## src/rtl/cdr_loop_filter.sv

```systemverilog
// cdr_loop_filter
//   Bang-bang CDR loop filter and phase-rotator step sequencer.
//   Early/late votes are integrated in a signed accumulator. When the
//   accumulator reaches +/-THRESH, a one-cycle inc/dec step pulse is issued.
//   After each step, votes are discarded for HOLDOFF cycles while the rotator
//   mux settles. Lock is reported once per LOCK_WIN-cycle window, based on how
//   many steps occurred in that window.
//
//   Interface timing: up/dn/freeze are plain level inputs sampled on every
//   rising clock edge. There is no handshake. inc/dec are registered pulses,
//   high for exactly one cycle. state_dbg exposes the FSM state
//   (0 = TRACK, 1 = HOLD) so checkers can observe it.
//
//   Parameter constraints: 2^(ACC_W-1) > THRESH >= 1, HOLDOFF >= 1,
//   LOCK_WIN >= 2, LOCK_MAX >= 0.

module cdr_loop_filter #(
  parameter int ACC_W    = 5,
  parameter int THRESH   = 8,
  parameter int HOLDOFF  = 4,
  parameter int LOCK_WIN = 64,
  parameter int LOCK_MAX = 2
) (
  input  logic clk,
  input  logic rst,
  input  logic up,
  input  logic dn,
  input  logic freeze,
  output logic inc,
  output logic dec,
  output logic locked,
  output logic state_dbg
);

  typedef enum logic {
    TRACK = 1'b0,
    HOLD  = 1'b1
  } state_t;

  localparam int HOLD_W = (HOLDOFF < 1) ? 1 : $clog2(HOLDOFF + 1);
  localparam int WIN_W  = (LOCK_WIN < 2) ? 1 : $clog2(LOCK_WIN);
  localparam int STEP_W = $clog2(LOCK_MAX + 2);

  localparam logic signed [ACC_W-1:0] THRESH_P  = ACC_W'(THRESH);
  localparam logic signed [ACC_W-1:0] THRESH_N  = ACC_W'(-THRESH);
  localparam logic signed [ACC_W-1:0] VOTE_UP   = ACC_W'(1);
  localparam logic signed [ACC_W-1:0] VOTE_DN   = ACC_W'(-1);
  localparam logic [HOLD_W-1:0]       HOLD_LOAD = HOLD_W'(HOLDOFF);
  localparam logic [HOLD_W-1:0]       HOLD_ONE  = HOLD_W'(1);
  localparam logic [WIN_W-1:0]        WIN_LAST  = WIN_W'(LOCK_WIN - 1);
  localparam logic [WIN_W-1:0]        WIN_ONE   = WIN_W'(1);
  localparam logic [STEP_W-1:0]       STEP_SAT  = STEP_W'(LOCK_MAX + 1);
  localparam logic [STEP_W-1:0]       STEP_OK   = STEP_W'(LOCK_MAX);
  localparam logic [STEP_W-1:0]       STEP_ONE  = STEP_W'(1);

  // Registered state
  state_t                    state;
  logic signed [ACC_W-1:0]   acc;
  logic [HOLD_W-1:0]         hold_cnt;
  logic [WIN_W-1:0]          win_cnt;
  logic [STEP_W-1:0]         step_cnt;

  // Next-state values
  state_t                    state_n;
  logic signed [ACC_W-1:0]   acc_n;
  logic [HOLD_W-1:0]         hold_n;
  logic                      inc_n;
  logic                      dec_n;
  logic [WIN_W-1:0]          win_n;
  logic [STEP_W-1:0]         step_n;
  logic                      locked_n;

  // Intermediate values
  logic signed [ACC_W-1:0]   vote;
  logic signed [ACC_W-1:0]   acc_sum;
  logic                      win_end;
  logic                      pulse_now;
  logic [STEP_W-1:0]         step_incl;

  assign state_dbg = state;

  // Vote decode: conflicting or absent votes, and any frozen cycle, count as zero.
  always_comb begin
    vote = '0;
    if (!freeze) begin
      if (up && !dn) begin
        vote = VOTE_UP;
      end else if (dn && !up) begin
        vote = VOTE_DN;
      end
    end
  end

  // TRACK/HOLD next-state logic, including accumulator update and step pulse generation.
  always_comb begin
    state_n = state;
    acc_n   = acc;
    hold_n  = hold_cnt;
    inc_n   = 1'b0;
    dec_n   = 1'b0;
    acc_sum = acc + vote;
    case (state)
      TRACK: begin
        if (acc_sum == THRESH_P) begin
          inc_n   = 1'b1;
          acc_n   = '0;
          hold_n  = HOLD_LOAD;
          state_n = HOLD;
        end else if (acc_sum == THRESH_N) begin
          dec_n   = 1'b1;
          acc_n   = '0;
          hold_n  = HOLD_LOAD;
          state_n = HOLD;
        end else begin
          acc_n = acc_sum;
        end
      end
      HOLD: begin
        // Votes are discarded while the rotator settles; the accumulator stays cleared.
        acc_n  = '0;
        hold_n = hold_cnt - HOLD_ONE;
        if (hold_cnt == HOLD_ONE) begin
          state_n = TRACK;
        end
      end
      default: begin
        state_n = TRACK;
        acc_n   = '0;
        hold_n  = '0;
      end
    endcase
  end

  // Lock window: count step pulses (including one live in the closing cycle) and judge at window end.
  always_comb begin
    pulse_now = inc | dec;
    win_end   = (win_cnt == WIN_LAST);
    step_incl = step_cnt;
    if (pulse_now && (step_cnt != STEP_SAT)) begin
      step_incl = step_cnt + STEP_ONE;
    end
    win_n    = win_cnt + WIN_ONE;
    step_n   = step_incl;
    locked_n = locked;
    if (win_end) begin
      win_n    = '0;
      step_n   = '0;
      locked_n = (step_incl <= STEP_OK);
    end
  end

  // State register with synchronous reset; reset overrides any hold-off or pulse in flight.
  always_ff @(posedge clk) begin
    if (rst) begin
      state    <= TRACK;
      acc      <= '0;
      hold_cnt <= '0;
      inc      <= 1'b0;
      dec      <= 1'b0;
      win_cnt  <= '0;
      step_cnt <= '0;
      locked   <= 1'b0;
    end else begin
      state    <= state_n;
      acc      <= acc_n;
      hold_cnt <= hold_n;
      inc      <= inc_n;
      dec      <= dec_n;
      win_cnt  <= win_n;
      step_cnt <= step_n;
      locked   <= locked_n;
    end
  end

endmodule

```

## config.mk

```make
export PLATFORM = sky130hd
export DESIGN_NAME = cdr_loop_filter
export DESIGN_NICKNAME = d
export VERILOG_FILES = /design/src/rtl/cdr_loop_filter.sv
export SDC_FILE = /design/constraint.sdc
export NUM_CORES = 1
export LEC_CHECK = 0
export CORE_MARGIN = 1
export CORE_UTILIZATION = 55
export DETAILED_ROUTE_END_ITERATION = 8
export DONT_BUFFER_PORTS = 1
export GPL_TIMING_DRIVEN = 0
export PLACE_DENSITY = 0.74
export SLEW_MARGIN = 10
export SYNTH_ARGS = -nofsm -noshare
export SYNTH_HDL_FRONTEND = slang
export SYNTH_SLANG_ARGS = --single-unit
```

## constraint.sdc

```tcl
create_clock -name clk -period 2.7 [get_ports clk]
set_input_delay 0.54 -clock clk [delete_from_list [all_inputs] [get_ports clk]]
set_output_delay 0.54 -clock clk [all_outputs]
set_load 0.01 [all_outputs]
```

==> results.yml <==
floorplan:
  die-width_um: 43.6
  die_area_um2: 1900
  start_util_pct: 61.0
  die_y_um: 43.6
  placeableCoreArea_um2: 1560
  core.rowCount: 14
  io_pins: 9
global_route:
  globalRoute.totalOverflow: 0
  largest_net_degree_at_the_start_of_global_routing: 12
  first_pass_grt_wire_length_um: 2630
  antenna_violations_before_repair: 0
  grt_overall_usage_pct: 19.3
  first_global_vias: 621
clock_tree:
  number_of_cts_inserted_buffers: 3
  cts.path.max_buffers: 2
  cts.clk_slew.worst_paths_ns: 0.11
  skew_pair_late_insertion_delay_ns: 0.30
  hold_buffers: 0
  postCtsSetupRepairBufs: 0
  tritoncts: "yes"
  ctsResizeCount: 0
  root_buffer: "sky130_fd_sc_hd__clkbuf_4"
  clkSinkCount: 20
  number_of_levels_the_h_tree_was_split_into: 1
synthesis:
  synth_enable_flop_cells: 0
  synth.yosys.warnings: 0
  synth_seq_cells: 20
  async_set_or_reset_flop_fraction_in_the_synthesized_netlist_pct: 0
  yosysTopAreaCell: "sky130_fd_sc_hd__dfxtp_1"
  yosysUniqueCellTypes: 31
  net_count_after_synthesis: 116
  synth.area.top_cells: "sky130_fd_sc_hd__dfxtp_1, sky130_fd_sc_hd__ha_1, sky130_fd_sc_hd__nor2_1, sky130_fd_sc_hd__xnor2_1, sky130_fd_sc_hd__xor2_1"
  synth_top_flop_cell: "sky130_fd_sc_hd__dfxtp_1"
  ys_seq_area_share_pct: 42.1
  synth_top_area_share_pct: 42.1
  synth.cell_area_um2: 951
  synthesis.instances: 103
  post_synthesis_mean_instance_area_um2: 9.23
worst_setup_path:
  end_kind: "flip-flop"
  worstPathBufferInverterCount: 1
  timing.critical_path.mode_cell: "sky130_fd_sc_hd__ha_1"
  cp_cell_sequence: "inv_1, ha_1, nor2_1, ha_1, ha_1, nor2_1, mux2i_1, xor2_1, nand3_2, nor4_1"
  cp_max_stage_cell: "sky130_fd_sc_hd__nor4_1"
  worstPathRequired_ns: 2.90
  startpoint_type: "input port"
  critical-path-max-stage-delay_ns: 0.30
  worstPathArrival_ns: 2.31
  timing_worst_setup_path_type: "in2reg"
  worst_path_dominant_cell_family: "adder cells"
  crit_path_max_fanout: 5
sta:
  final-hold-violation-count: 0
  timing.setup.tns_ns: 0
  final_period_minus_worst_setup_slack_ns: 2.11
  finalSetupViolations: 0
  clock.fmax_mhz: 474
  period_share_pct: 78.2
  worst_pin_slew_ns: 0.429
  timing.final.max_slew_violations: 0
  clock_skew_ns: 0.00186
  worst_slew_margin_relative_to_its_limit_pct: 71.4
  grt_setup_unrepaired: "false"
route:
  drt_drc_violations_left: 0
  wl_met1_um: 711
  drt_first_pass_iters: 4
  wl_met2_um: 631
  detail_route.vias_per_cell: 5.65
  routed.top_layer: "met4"
  vias: 695
  postRouteWirelength_um: 1440
  detail_route.wl_per_cell_um: 11.7
  routed_antenna_nets: 0
  first_iter_violations: 12
  dr_wl_met3_um: 46
power_and_ir_drop:
  cell_area_power_density_nw_per_um2: 747
  p_leak_nw: 0.440
  vdd_drop_max_v: 0.000483
placed_design:
  buffer_ports.inserted: 0
  detailedPlacementHpwl_um: 1090
  routabilityCongestion: 0.766
finish:
  synthToLayoutAreaGrowth_pct: 5.92
  final_core_util_pct: 64.6
  post_route_cells_drive_above_1_share_pct: 9.35
  num_antenna_cells: 0
  design.final.nets: 121
min_path:
  hold_path_class: "in2reg"
flow_run:
  drv.max_cap_violation_count: 0
status:
  outcome: "completed"
==> layout by cell type, fill, tap and decap left out <==
cell / synthesis / layout
sky130_fd_sc_hd__dfxtp_1: 20 / 20
sky130_fd_sc_hd__nor2_1: 16 / 16
sky130_fd_sc_hd__ha_1: 8 / 8
sky130_fd_sc_hd__inv_1: 6 / 6
sky130_fd_sc_hd__and3_1: 5 / 5
sky130_fd_sc_hd__xnor2_1: 4 / 4
sky130_fd_sc_hd__nand3_1: 4 / 4
sky130_fd_sc_hd__xor2_1: 4 / 4
sky130_fd_sc_hd__a21oi_1: 4 / 4
sky130_fd_sc_hd__nand2_1: 4 / 4
sky130_fd_sc_hd__nor3_1: 3 / 3
sky130_fd_sc_hd__or3_1: 3 / 3
sky130_fd_sc_hd__clkbuf_4: 0 / 3
sky130_fd_sc_hd__mux2i_1: 2 / 2
sky130_fd_sc_hd__and2_1: 2 / 2
sky130_fd_sc_hd__a31oi_1: 2 / 2
sky130_fd_sc_hd__nand2b_4: 1 / 1
sky130_fd_sc_hd__inv_4: 1 / 1
sky130_fd_sc_hd__clkbuf_1: 1 / 1
sky130_fd_sc_hd__nand2b_1: 1 / 1
sky130_fd_sc_hd__or2_1: 1 / 1
sky130_fd_sc_hd__a21o_1: 1 / 1
sky130_fd_sc_hd__a211o_1: 1 / 1
sky130_fd_sc_hd__o211ai_2: 1 / 1
sky130_fd_sc_hd__nand3_2: 1 / 1
sky130_fd_sc_hd__o21bai_1: 1 / 1
sky130_fd_sc_hd__o32ai_1: 1 / 1
sky130_fd_sc_hd__o22ai_1: 1 / 1
sky130_fd_sc_hd__nor4_1: 1 / 1
sky130_fd_sc_hd__a221oi_2: 1 / 1
sky130_fd_sc_hd__or2_2: 1 / 1
sky130_fd_sc_hd__a211oi_1: 1 / 1
sky130_fd_sc_hd__clkbuf_8: 0 / 1
==> synth_stat cells, types with 2 or more instances <==
master                    number
sky130_fd_sc_hd__and2_1        2
sky130_fd_sc_hd__a21oi_1       4
sky130_fd_sc_hd__dfxtp_1      20
sky130_fd_sc_hd__and3_1        5
sky130_fd_sc_hd__xor2_1        4
sky130_fd_sc_hd__nor2_1       16
sky130_fd_sc_hd__nand3_1       4
sky130_fd_sc_hd__a31oi_1       2
sky130_fd_sc_hd__nor3_1        3
sky130_fd_sc_hd__xnor2_1       4
sky130_fd_sc_hd__or3_1         3
sky130_fd_sc_hd__nand2_1       4
sky130_fd_sc_hd__inv_1         6
sky130_fd_sc_hd__ha_1          8
sky130_fd_sc_hd__mux2i_1       2
==> flip-flops by register name (all words and copies together) (netlist names) <==
register,count
dec,1
acc,5
state_dbg,1
win_cnt,6
locked,1
inc,1
step_cnt,2
hold_cnt,3
==> metrics by stage <==
step / worst slack [ns] / instance area (µm²) / instances / hold WS (ns) / total power, W
final: 0.589 / 1010 / 123 / 0.421 / 0.000753
after global routing: 0.467 / 1010 / 123 / 0.414 / 0.000810
after CTS: 0.604 / 1010 / 123 / 0.411 / 0.000762
after detailed placement: 0.299 / 971 / 119 / 0.446 / 0.000589
after global placement: 0.347 / 971 / 119 / 0.429 / 0.000580
after floorplan: 0.512 / 951 / 103 / 0.418 / 0.000549
==> report_power, final <==
| part | total [W] | internal, W | switching (W) |
|---|---|---|---|
| Sequential | 0.000381 | 0.000340 | 0.0000409 |
| Combinational | 0.000201 | 0.0000916 | 0.000110 |
| Clock | 0.000170 | 0.0000823 | 0.0000875 |
| Total | 0.000753 | 0.000514 | 0.000238 |
==> cells by family after synthesis <==
logic type	synth area share, %
AND/OR/NAND/NOR	23.3
flip-flops	42.1
AO/OA/AOI/OAI	11.2
XOR/XNOR	7.37
buffers and inverters	3.42
adder cells (fa/ha/maj)	10.5
multiplexers	2.11
==> area by class of cell <==
class	count	area, µm²
plain buffers	1	3.75
clock buffers	4	36.3
fillers	147	552
inverters	7	28.8
multi-input cells	75	518
flip-flops and latches	20	400
well taps	16	20.0
==> layer usage <==
metal / GRT usage (%) / up-vias
met4: 13.1 / 0
li1: - / 365
met5: 0 / -
met3: 5.00 / 5
met1: 24.9 / 310
met2: 28.1 / 15
==> final timing paths <==
path               from  slack [ns]           to  depth (start not counted)
max reg2reg      acc[1]        0.86          inc                          7
min reg2reg  win_cnt[0]        0.46   win_cnt[0]                          1
max                  up        0.59          inc                         10
min                 rst        0.42  hold_cnt[1]                          2
Power figures use the tool's default switching activity.
